[config.mk]
export PLATFORM = sky130hd
export DESIGN_NAME = qsys_relay_pipe
export DESIGN_NICKNAME = d
export VERILOG_FILES = /design/src/rtl/qsys_relay_pipe.sv
export SDC_FILE = /design/constraint.sdc
export NUM_CORES = 1
export LEC_CHECK = 0
export ABC_AREA = 1
export BUFFER_PORTS_ARGS = -buffer_cell sky130_fd_sc_hd__buf_2
export CAP_MARGIN = 25
export CELL_PAD_IN_SITES_DETAIL_PLACEMENT = 0
export CELL_PAD_IN_SITES_GLOBAL_PLACEMENT = 2
export CORE_MARGIN = 2
export CORE_UTILIZATION = 36
export CTS_CLUSTER_SIZE = 12
export DETAILED_ROUTE_END_ITERATION = 16
export GPL_TIMING_DRIVEN = 0
export PLACE_DENSITY_LB_ADDON = 0.08
export SYNTH_ARGS = -nofsm -noshare
export SYNTH_HDL_FRONTEND = slang
export SYNTH_SLANG_ARGS = --single-unit
[constraint.sdc]
create_clock -name clock -period 4.73 [get_ports clock]
set_clock_uncertainty 0.15 [all_clocks]
set_input_delay 0.946 -clock clock [delete_from_list [all_inputs] [get_ports clock]]
set_output_delay 0.946 -clock clock [all_outputs]
set_load 0.02 [all_outputs]
[src/rtl/qsys_relay_pipe.sv]
// Chain of DEPTH skid-buffered relay stages; each stage registers its ready/valid so
// no input reaches an output combinationally. Capacity is two words per stage.
//
// state    | meaning
// ---------+-------------------------------------------
// ST_EMPTY | stage holds no word
// ST_MAIN  | main register holds the word on offer
// ST_FULL  | main on offer, skid holds the next word
module qsys_relay_pipe #(
    parameter int DATA_WIDTH = 8,
    parameter int DEPTH      = 2
) (
    input  logic                           clock,
    input  logic                           resetn,
    input  logic [DATA_WIDTH-1:0]          i_data,
    input  logic                           i_valid,
    output logic                           o_ready,
    output logic [DATA_WIDTH-1:0]          o_data,
    output logic                           o_valid,
    input  logic                           i_ready,
    output logic [$clog2(2*DEPTH+1)-1:0]   o_count
);

    localparam int CW = $clog2(2*DEPTH+1);

    generate
        if (DEPTH < 1 || DEPTH > 16) begin : g_bad_depth
            $fatal(1, "qsys_relay_pipe: DEPTH must be 1..16");
        end
        if (DATA_WIDTH < 1 || DATA_WIDTH > 1024) begin : g_bad_width
            $fatal(1, "qsys_relay_pipe: DATA_WIDTH must be 1..1024");
        end
    endgenerate

    typedef enum logic [1:0] {
        ST_EMPTY = 2'd0,
        ST_MAIN  = 2'd1,
        ST_FULL  = 2'd2
    } stage_state_e;

    stage_state_e            state_q [DEPTH];
    stage_state_e            state_d [DEPTH];
    logic [DATA_WIDTH-1:0]   main_q  [DEPTH];
    logic [DATA_WIDTH-1:0]   main_d  [DEPTH];
    logic [DATA_WIDTH-1:0]   skid_q  [DEPTH];
    logic [DATA_WIDTH-1:0]   skid_d  [DEPTH];

    logic [DEPTH-1:0]        stg_out_valid;
    logic [DEPTH-1:0]        stg_in_ready;
    logic [DEPTH-1:0]        stg_in_valid;
    logic [DEPTH-1:0]        stg_out_ready;
    logic [DATA_WIDTH-1:0]   stg_in_data [DEPTH];
    logic [CW-1:0]           occ_sum;

    // Handshake outputs of every stage depend on its state alone.
    always_comb begin
        stg_out_valid = '0;
        stg_in_ready  = '0;
        for (int k = 0; k < DEPTH; k++) begin
            stg_out_valid[k] = (state_q[k] != ST_EMPTY);
            stg_in_ready[k]  = (state_q[k] != ST_FULL);
        end
    end

    always_comb begin
        stg_in_valid    = '0;
        stg_out_ready   = '0;
        stg_in_valid[0] = i_valid;
        stg_in_data[0]  = i_data;
        for (int k = 1; k < DEPTH; k++) begin
            stg_in_valid[k] = stg_out_valid[k-1];
            stg_in_data[k]  = main_q[k-1];
        end
        stg_out_ready[DEPTH-1] = i_ready;
        for (int k = 0; k < DEPTH-1; k++) begin
            stg_out_ready[k] = stg_in_ready[k+1];
        end
    end

    always_comb begin
        for (int k = 0; k < DEPTH; k++) begin
            state_d[k] = state_q[k];
            main_d[k]  = main_q[k];
            skid_d[k]  = skid_q[k];
            case (state_q[k])
                ST_EMPTY: begin
                    if (stg_in_valid[k]) begin
                        state_d[k] = ST_MAIN;
                        main_d[k]  = stg_in_data[k];
                    end
                end
                ST_MAIN: begin
                    if (stg_in_valid[k] && stg_out_ready[k]) begin
                        main_d[k] = stg_in_data[k];
                    end else if (stg_in_valid[k]) begin
                        state_d[k] = ST_FULL;
                        skid_d[k]  = stg_in_data[k];
                    end else if (stg_out_ready[k]) begin
                        state_d[k] = ST_EMPTY;
                    end
                end
                ST_FULL: begin
                    if (stg_out_ready[k]) begin
                        state_d[k] = ST_MAIN;
                        main_d[k]  = skid_q[k];
                    end
                end
                default: state_d[k] = ST_EMPTY;
            endcase
        end
    end

    always_ff @(posedge clock or negedge resetn) begin
        if (!resetn) begin
            for (int k = 0; k < DEPTH; k++) begin
                state_q[k] <= ST_EMPTY;
                main_q[k]  <= '0;
                skid_q[k]  <= '0;
            end
        end else begin
            for (int k = 0; k < DEPTH; k++) begin
                state_q[k] <= state_d[k];
                main_q[k]  <= main_d[k];
                skid_q[k]  <= skid_d[k];
            end
        end
    end

    // Occupancy is decoded from state, so a simultaneous accept and emit leaves it unchanged.
    always_comb begin
        occ_sum = '0;
        for (int k = 0; k < DEPTH; k++) begin
            if (state_q[k] == ST_MAIN) begin
                occ_sum = occ_sum + CW'(1);
            end else if (state_q[k] == ST_FULL) begin
                occ_sum = occ_sum + CW'(2);
            end
        end
    end

    assign o_ready = stg_in_ready[0];
    assign o_valid = stg_out_valid[DEPTH-1];
    assign o_data  = main_q[DEPTH-1];
    assign o_count = occ_sum;

endmodule

==> results.ini, run 1 <==
[yosys]
synth_mux_area_share_pct=0
synth-main-ff-cell=dfrtp_1
synth_area_sq_um=1960
synth_edf_count=0
synth.most_common_cell=nand2_1
synth-xor-area-share_pct=0.448
synth_common_cells=nand2_1, dfrtp_1, inv_1
synth-simple-area-share_pct=28.0
synth.avg_cell_area_sq_um=8.22
synth_adder_area_share_pct=3.84
synth_compound_area_share_pct=10.9
synth_top_area_cell=dfrtp_1
synth_nets=256
synthTopCellsByArea=dfrtp_1, nand2_1, o21ai_0, nand3_1, inv_1
yosysSeqAreaShare_pct=46.0
synthArstFlopShare_pct=100
yosysWarnings=0
synthCells=238
synth_top_family_by_area=simple AND/OR/NAND/NOR gates
synth.top_cell.area_share_pct=46.0
synthDistinctLibCells=22
yosys_register_bits=36

[routing]
route.detailed.drc=0
drt-total-wl_um=3770
ant_nets=0
wl_per_cell_um=11.1
first_iter_violations=53
vias=1494
viasPerCell=4.39
dr.pass1.iters=4

[placement]
port_buffers=24
dp.cells=332
place.detailed.hpwl_um=2860
gp_congestion=0.711

[sta]
drv_slew=0
worst_slew_pin_slew_ps=803
post-route-min-period_ps=2980
rsz0062_at_grt=false
finalSetupTns_ps=0
relSlewSlack_pct=46.5
setup_viol=0
fmax_ghz=0.335
period_share_pct=63.1
hold_viol_final=0

[grt]
globalRouteTotalUtil_pct=13.9
grt_pass1_vias=1421
grt-ovfl-total=0
grt_antenna_before_repair=0
grt_pass1_wl_um=6760
grt_max_degree=37

[clock_tree]
cts_resized=0
cts_hold_buffers=0
post_cts_buffers=0
tritoncts=built
root_buffer=clkbuf_8
clock_latency_ps=290
clk_pin_slew_ps=70
cts_sinks=36
cts.path.max_buffers=2
cts_buffers=5
h-tree-depth=2

[floorplan]
start_util_pct=37.8
die_x_um=77.7
core_area_sq_um=5170
dieArea_sq_um=6040
dieHeight_um=77.7
num_rows=26
ios=25

[power_and_ir_drop]
power.density_nw_per_um2=658
ir_worst_vdd_mv=0.224
p_leak_uw=0.00122
finalPower_uw=1510

[finish]
antenna_cells=0
drive_gt1_share_pct=25.2
seq_area_sq_um=901
fin_cells=340
final_nets=287
synthToLayoutAreaGrowth_pct=17.1
multi_input_area_sq_um=846
fillers=581

[worst_setup_path]
timing.rr.start=state_q[2]$_DFFE_PN0P_
rr_worst_depth=8
required_ps=3630
r2r-end=o_data[7]$_DFFE_PN0P_
critical_path_class=reg -> out
crit_path_end_kind=output pin
path_max_fanout=10
arrival_ps=1890
start_kind=register
ff2ff_setup_slack_ps=2820

[hold_path]
holdPathStages=2
min_to=main_q[11]$_DFFE_PN0P_
hold_class=reg -> reg
hold_start=main_q[11]$_DFFE_PN0P_

[status]
status=complete, no violations

[flow_run]
maxCapViolations=0

-- how the worst max path moves through the flow --
stage | start | endpoint | slack (ps)
floorplan | state_q[2]$_DFFE_PN0P_ | o_count[2] | 2330
global placement | state_q[2]$_DFFE_PN0P_ | o_count[2] | 1990
detailed placement | state_q[2]$_DFFE_PN0P_ | o_count[2] | 2020
CTS | state_q[2]$_DFFE_PN0P_ | o_count[2] | 1690
global route | state_q[2]$_DFFE_PN0P_ | o_count[2] | 1580
finish | state_q[2]$_DFFE_PN0P_ | o_count[2] | 1750
-- logic make-up after synthesis --
family,Yosys count
buffers and inverters,41
AO/OA/AOI/OAI,36
AND/OR/NAND/NOR,118
adder cells (fa/ha/maj),6
XOR/XNOR,1
flip-flops,36
-- stage by stage --
step                setup WS (ps)  hold slack (ps)  cell area [sq um]  util (%)
global route                 1580              352               2290      44.3
CTS                          1690              328               2290      44.3
global placement             1990              306               2160      41.8
finish                       1750              320               2290      44.3
floorplan                    2330              292               1960         -
detailed placement           2020              308               2160      41.8
-- where the power goes --
group          total (uW)  leakage, uW  switching [uW]  internal, uW
combinational         682     0.000706             426           256
sequential            531     0.000447            84.0           447
clock                 294    0.0000645             108           186
total                1510      0.00122             618           890
-- routing by layer --
metal  vias to the layer above  track usage [%]  wire [um]
met5                         -                0          0
met4                         0             3.75         44
met3                         6             3.84        132
met2                        27             21.6       1730
met1                       656             19.1       1870
li1                        805                -          -
-- state kept, by name, indices dropped and copies added (netlist names) --
signal	count
state_q	4
o_data	8
skid_q	16
main_q	8
-- cells in the final DEF (no fill, tap or decap) --
cell type / instances
clkbuf_1: 2
a21oi_1: 5
nand3_1: 21
nand2_1: 79
bufinv_16: 1
buf_6: 3
nor2_4: 3
inv_1: 24
nand3_4: 2
buf_4: 8
inv_4: 1
o21ai_0: 22
buf_2: 25
xor2_1: 1
nand3_2: 1
dfrtp_1: 36
inv_2: 2
nand2_2: 5
o21ai_2: 9
nand4_1: 1
nor2_1: 5
ha_1: 6
clkbuf_8: 7
nand2_4: 1
-- critical path: stages, from the launching register on --
cell and delay (ps):
dfrtp_1 430, inv_1 120, ha_1 140, buf_2 220
clkbuf_1 350, nand3_1 120, nand2_1 70, buf_2 160
-- cell type report --
type | instances | share of cell area (%)
timing repair buffer | 24 | 5.24
tap | 70 | 3.82
clock buffer | 7 | 4.21
clock inverter | 1 | 1.31
sequential | 36 | 39.3
multi-input combinational | 161 | 36.9
inverter | 27 | 4.53
buffer | 14 | 4.64
Note: power is estimated with default switching activity, not from simulation.
==> run 2: changes to the inputs <==
- CORE_UTILIZATION: 36 -> 34
- clock period: 4.73 -> 3 ns (I/O delays scaled with it)
==> results.ini, run 2 (synthesized netlist as in run 1, its figures left out) <==
[status]
status=complete, no violations

[routing]
drt-total-wl_um=3830  ; +1.6%
ant_nets=0  ; unchanged
first_iter_violations=67  ; +26%
vias=1508  ; +0.94%
viasPerCell=4.41  ; +0.35%
wl_per_cell_um=11.2  ; +1.0%
dr.pass1.iters=4  ; unchanged
route.detailed.drc=0  ; unchanged

[clock_tree]
clk_pin_slew_ps=80  ; about the same
tritoncts=built
clock_latency_ps=280  ; about the same
cts_hold_buffers=0  ; unchanged
post_cts_buffers=0  ; unchanged
cts_buffers=5  ; unchanged
cts.path.max_buffers=2  ; unchanged
cts_resized=0  ; unchanged
root_buffer=clkbuf_8
h-tree-depth=2  ; unchanged
cts_sinks=36  ; unchanged

[placement]
placed_cell_area_sq_um=2170  ; +0.12%
gp_congestion=0.708  ; -0.42%
port_buffers=24  ; unchanged
dp.cells=334  ; +0.60%
place.detailed.hpwl_um=2830  ; -1.3%

[worst_setup_path]
cp_cell_sequence=inv_1 -> ha_1 -> buf_2 -> clkbuf_1 -> nand3_1 -> nand2_1 -> buf_2
arrival_ps=1920  ; +30 ps
critPathMaxStageDelay_ps=430  ; about the same
critical_path_class=reg -> out
cp_top_family=buffers and inverters
rr_worst_depth=7  ; -1
crit_buf_inv=4  ; unchanged
cp_common_cell=buf_2
start_kind=register
path_max_fanout=10  ; unchanged
slowest_stage=dfrtp_1
cp_num_cells=7  ; unchanged
crit_path_end_kind=output pin
required_ps=2250  ; -1380 ps

[grt]
grt_max_degree=37  ; unchanged
grt-ovfl-total=0  ; unchanged
grt_pass1_vias=1499  ; +5.5%
grt_pass1_wl_um=6800  ; +0.61%
globalRouteTotalUtil_pct=13.7  ; -0.24 points
grt_antenna_before_repair=0  ; unchanged

[flow_run]
maxCapViolations=0  ; unchanged

[power_and_ir_drop]
power.density_nw_per_um2=1010  ; +53%
p_clk_share_pct=16.0  ; -3.5 points
swShare_pct=43.1  ; +2.1 points
power_frac_seq_pct=36.9  ; +1.7 points
ir_worst_vdd_mv=0.301  ; +35%
combPwrFrac_pct=47.0  ; +1.8 points
p_int_uw=1300  ; +46%
p_leak_uw=0.00120  ; -1.6%
power_switching_uw=982  ; +59%

[finish]
synthToLayoutAreaGrowth_pct=15.5
final_nets=287  ; unchanged
drive_gt1_share_pct=24.8  ; -0.37 points
fillers=590  ; +1.5%
antenna_cells=0  ; unchanged
mostFrequentLayoutCell=nand2_1
fin_cells=342  ; +0.59%
design_area_sq_um=2260  ; -1.3%
largest_reg_flops=16  ; unchanged
fin_util_pct=40.8  ; -3.5 points
multi_input_area_sq_um=846  ; unchanged
layout_common_cells=nand2_1, dfrtp_1, buf_2
seq_area_sq_um=901  ; unchanged
largest_register=skid_q

[sta]
period_share_pct=89.0
relSlewSlack_pct=44.7  ; -1.8 points
whs_ps=259  ; -60.4 ps
drv_slew=0  ; unchanged
fmax_ghz=0.375
post-route-min-period_ps=2670
setup_viol=0  ; unchanged
hold_viol_final=0  ; unchanged
finalSetupTns_ps=0  ; unchanged
rsz0062_at_grt=false
worst_slew_pin_slew_ps=829  ; +26.7 ps

[floorplan]
ios=25  ; unchanged
dieHeight_um=79.9  ; +2.8%
num_rows=27  ; +3.8%
start_util_pct=35.3  ; -2.5 points
die_x_um=79.9  ; +2.8%
core_area_sq_um=5540  ; +7.1%
dieArea_sq_um=6380  ; +5.6%

[hold_path]
hold_class=in -> async

-- run 2: cell count changes in the layout (fill, tap and decap cells not counted) --
cell,delta
bufinv_16,-1
clkbuf_1,+1
clkbuf_8,-1
clkinvlp_4,+1
-- run 2: area by class of cell --
type	instances	share of cell area (%)
timing repair buffer	24	5.31
inverter	27	4.59
sequential	36	39.8
clock buffer	7	3.82
buffer	14	4.70
tap	72	3.98
multi-input combinational	161	37.4
clock inverter	1	0.332
-- run 2: routing by layer --
layer / GRT usage [%] / vias up / share of wire, %
met5: 0 / - / 0
met4: 4.07 / 0 / 1.3
met3: 3.73 / 6 / 3.3
met2: 22.9 / 23 / 45
met1: 17.2 / 661 / 51
li1: - / 818 / -
-- run 2: worst reg2reg max path, stage by stage, from the launching register on --
cell and delay [ps]:
dfrtp_1 430, inv_1 120, ha_1 150, buf_2 220
clkbuf_1 370, o21ai_0 200, nand3_1 110, nand2_1 50
-- run 2: path summary, 6_finish.rpt --
kind,end,startpoint,slack [ps]
max in group asynchronous,main_q[15]$_DFFE_PN0P_,resetn,1920
worst max-delay path,o_count[2],state_q[2]$_DFFE_PN0P_,330
worst min-delay path,o_data[1]$_DFFE_PN0P_,resetn,260
worst max register to register,main_q[9]$_DFFE_PN0P_,state_q[2]$_DFFE_PN0P_,1090
worst min register to register,o_data[0]$_DFFE_PN0P_,o_data[0]$_DFFE_PN0P_,320
min in group clock,o_data[0]$_DFFE_PN0P_,o_data[0]$_DFFE_PN0P_,320
-- run 2: stage by stage --
step | worst slack (ps) | total power [uW]
final | 331 | 2280
after global routing | 158 | 2500
after CTS | 293 | 2330
after detailed placement | 614 | 1950
after global placement | 606 | 1940
after floorplan | 942 | 1680
-- run 2: power groups by stage --
stage	logic [uW]	clock network [uW]	registers, uW
after floorplan	860	0	818
final	1070	365	841
after detailed placement	1100	0	851
after global placement	1100	0	844
after CTS	1100	383	842
after global routing	1230	399	873
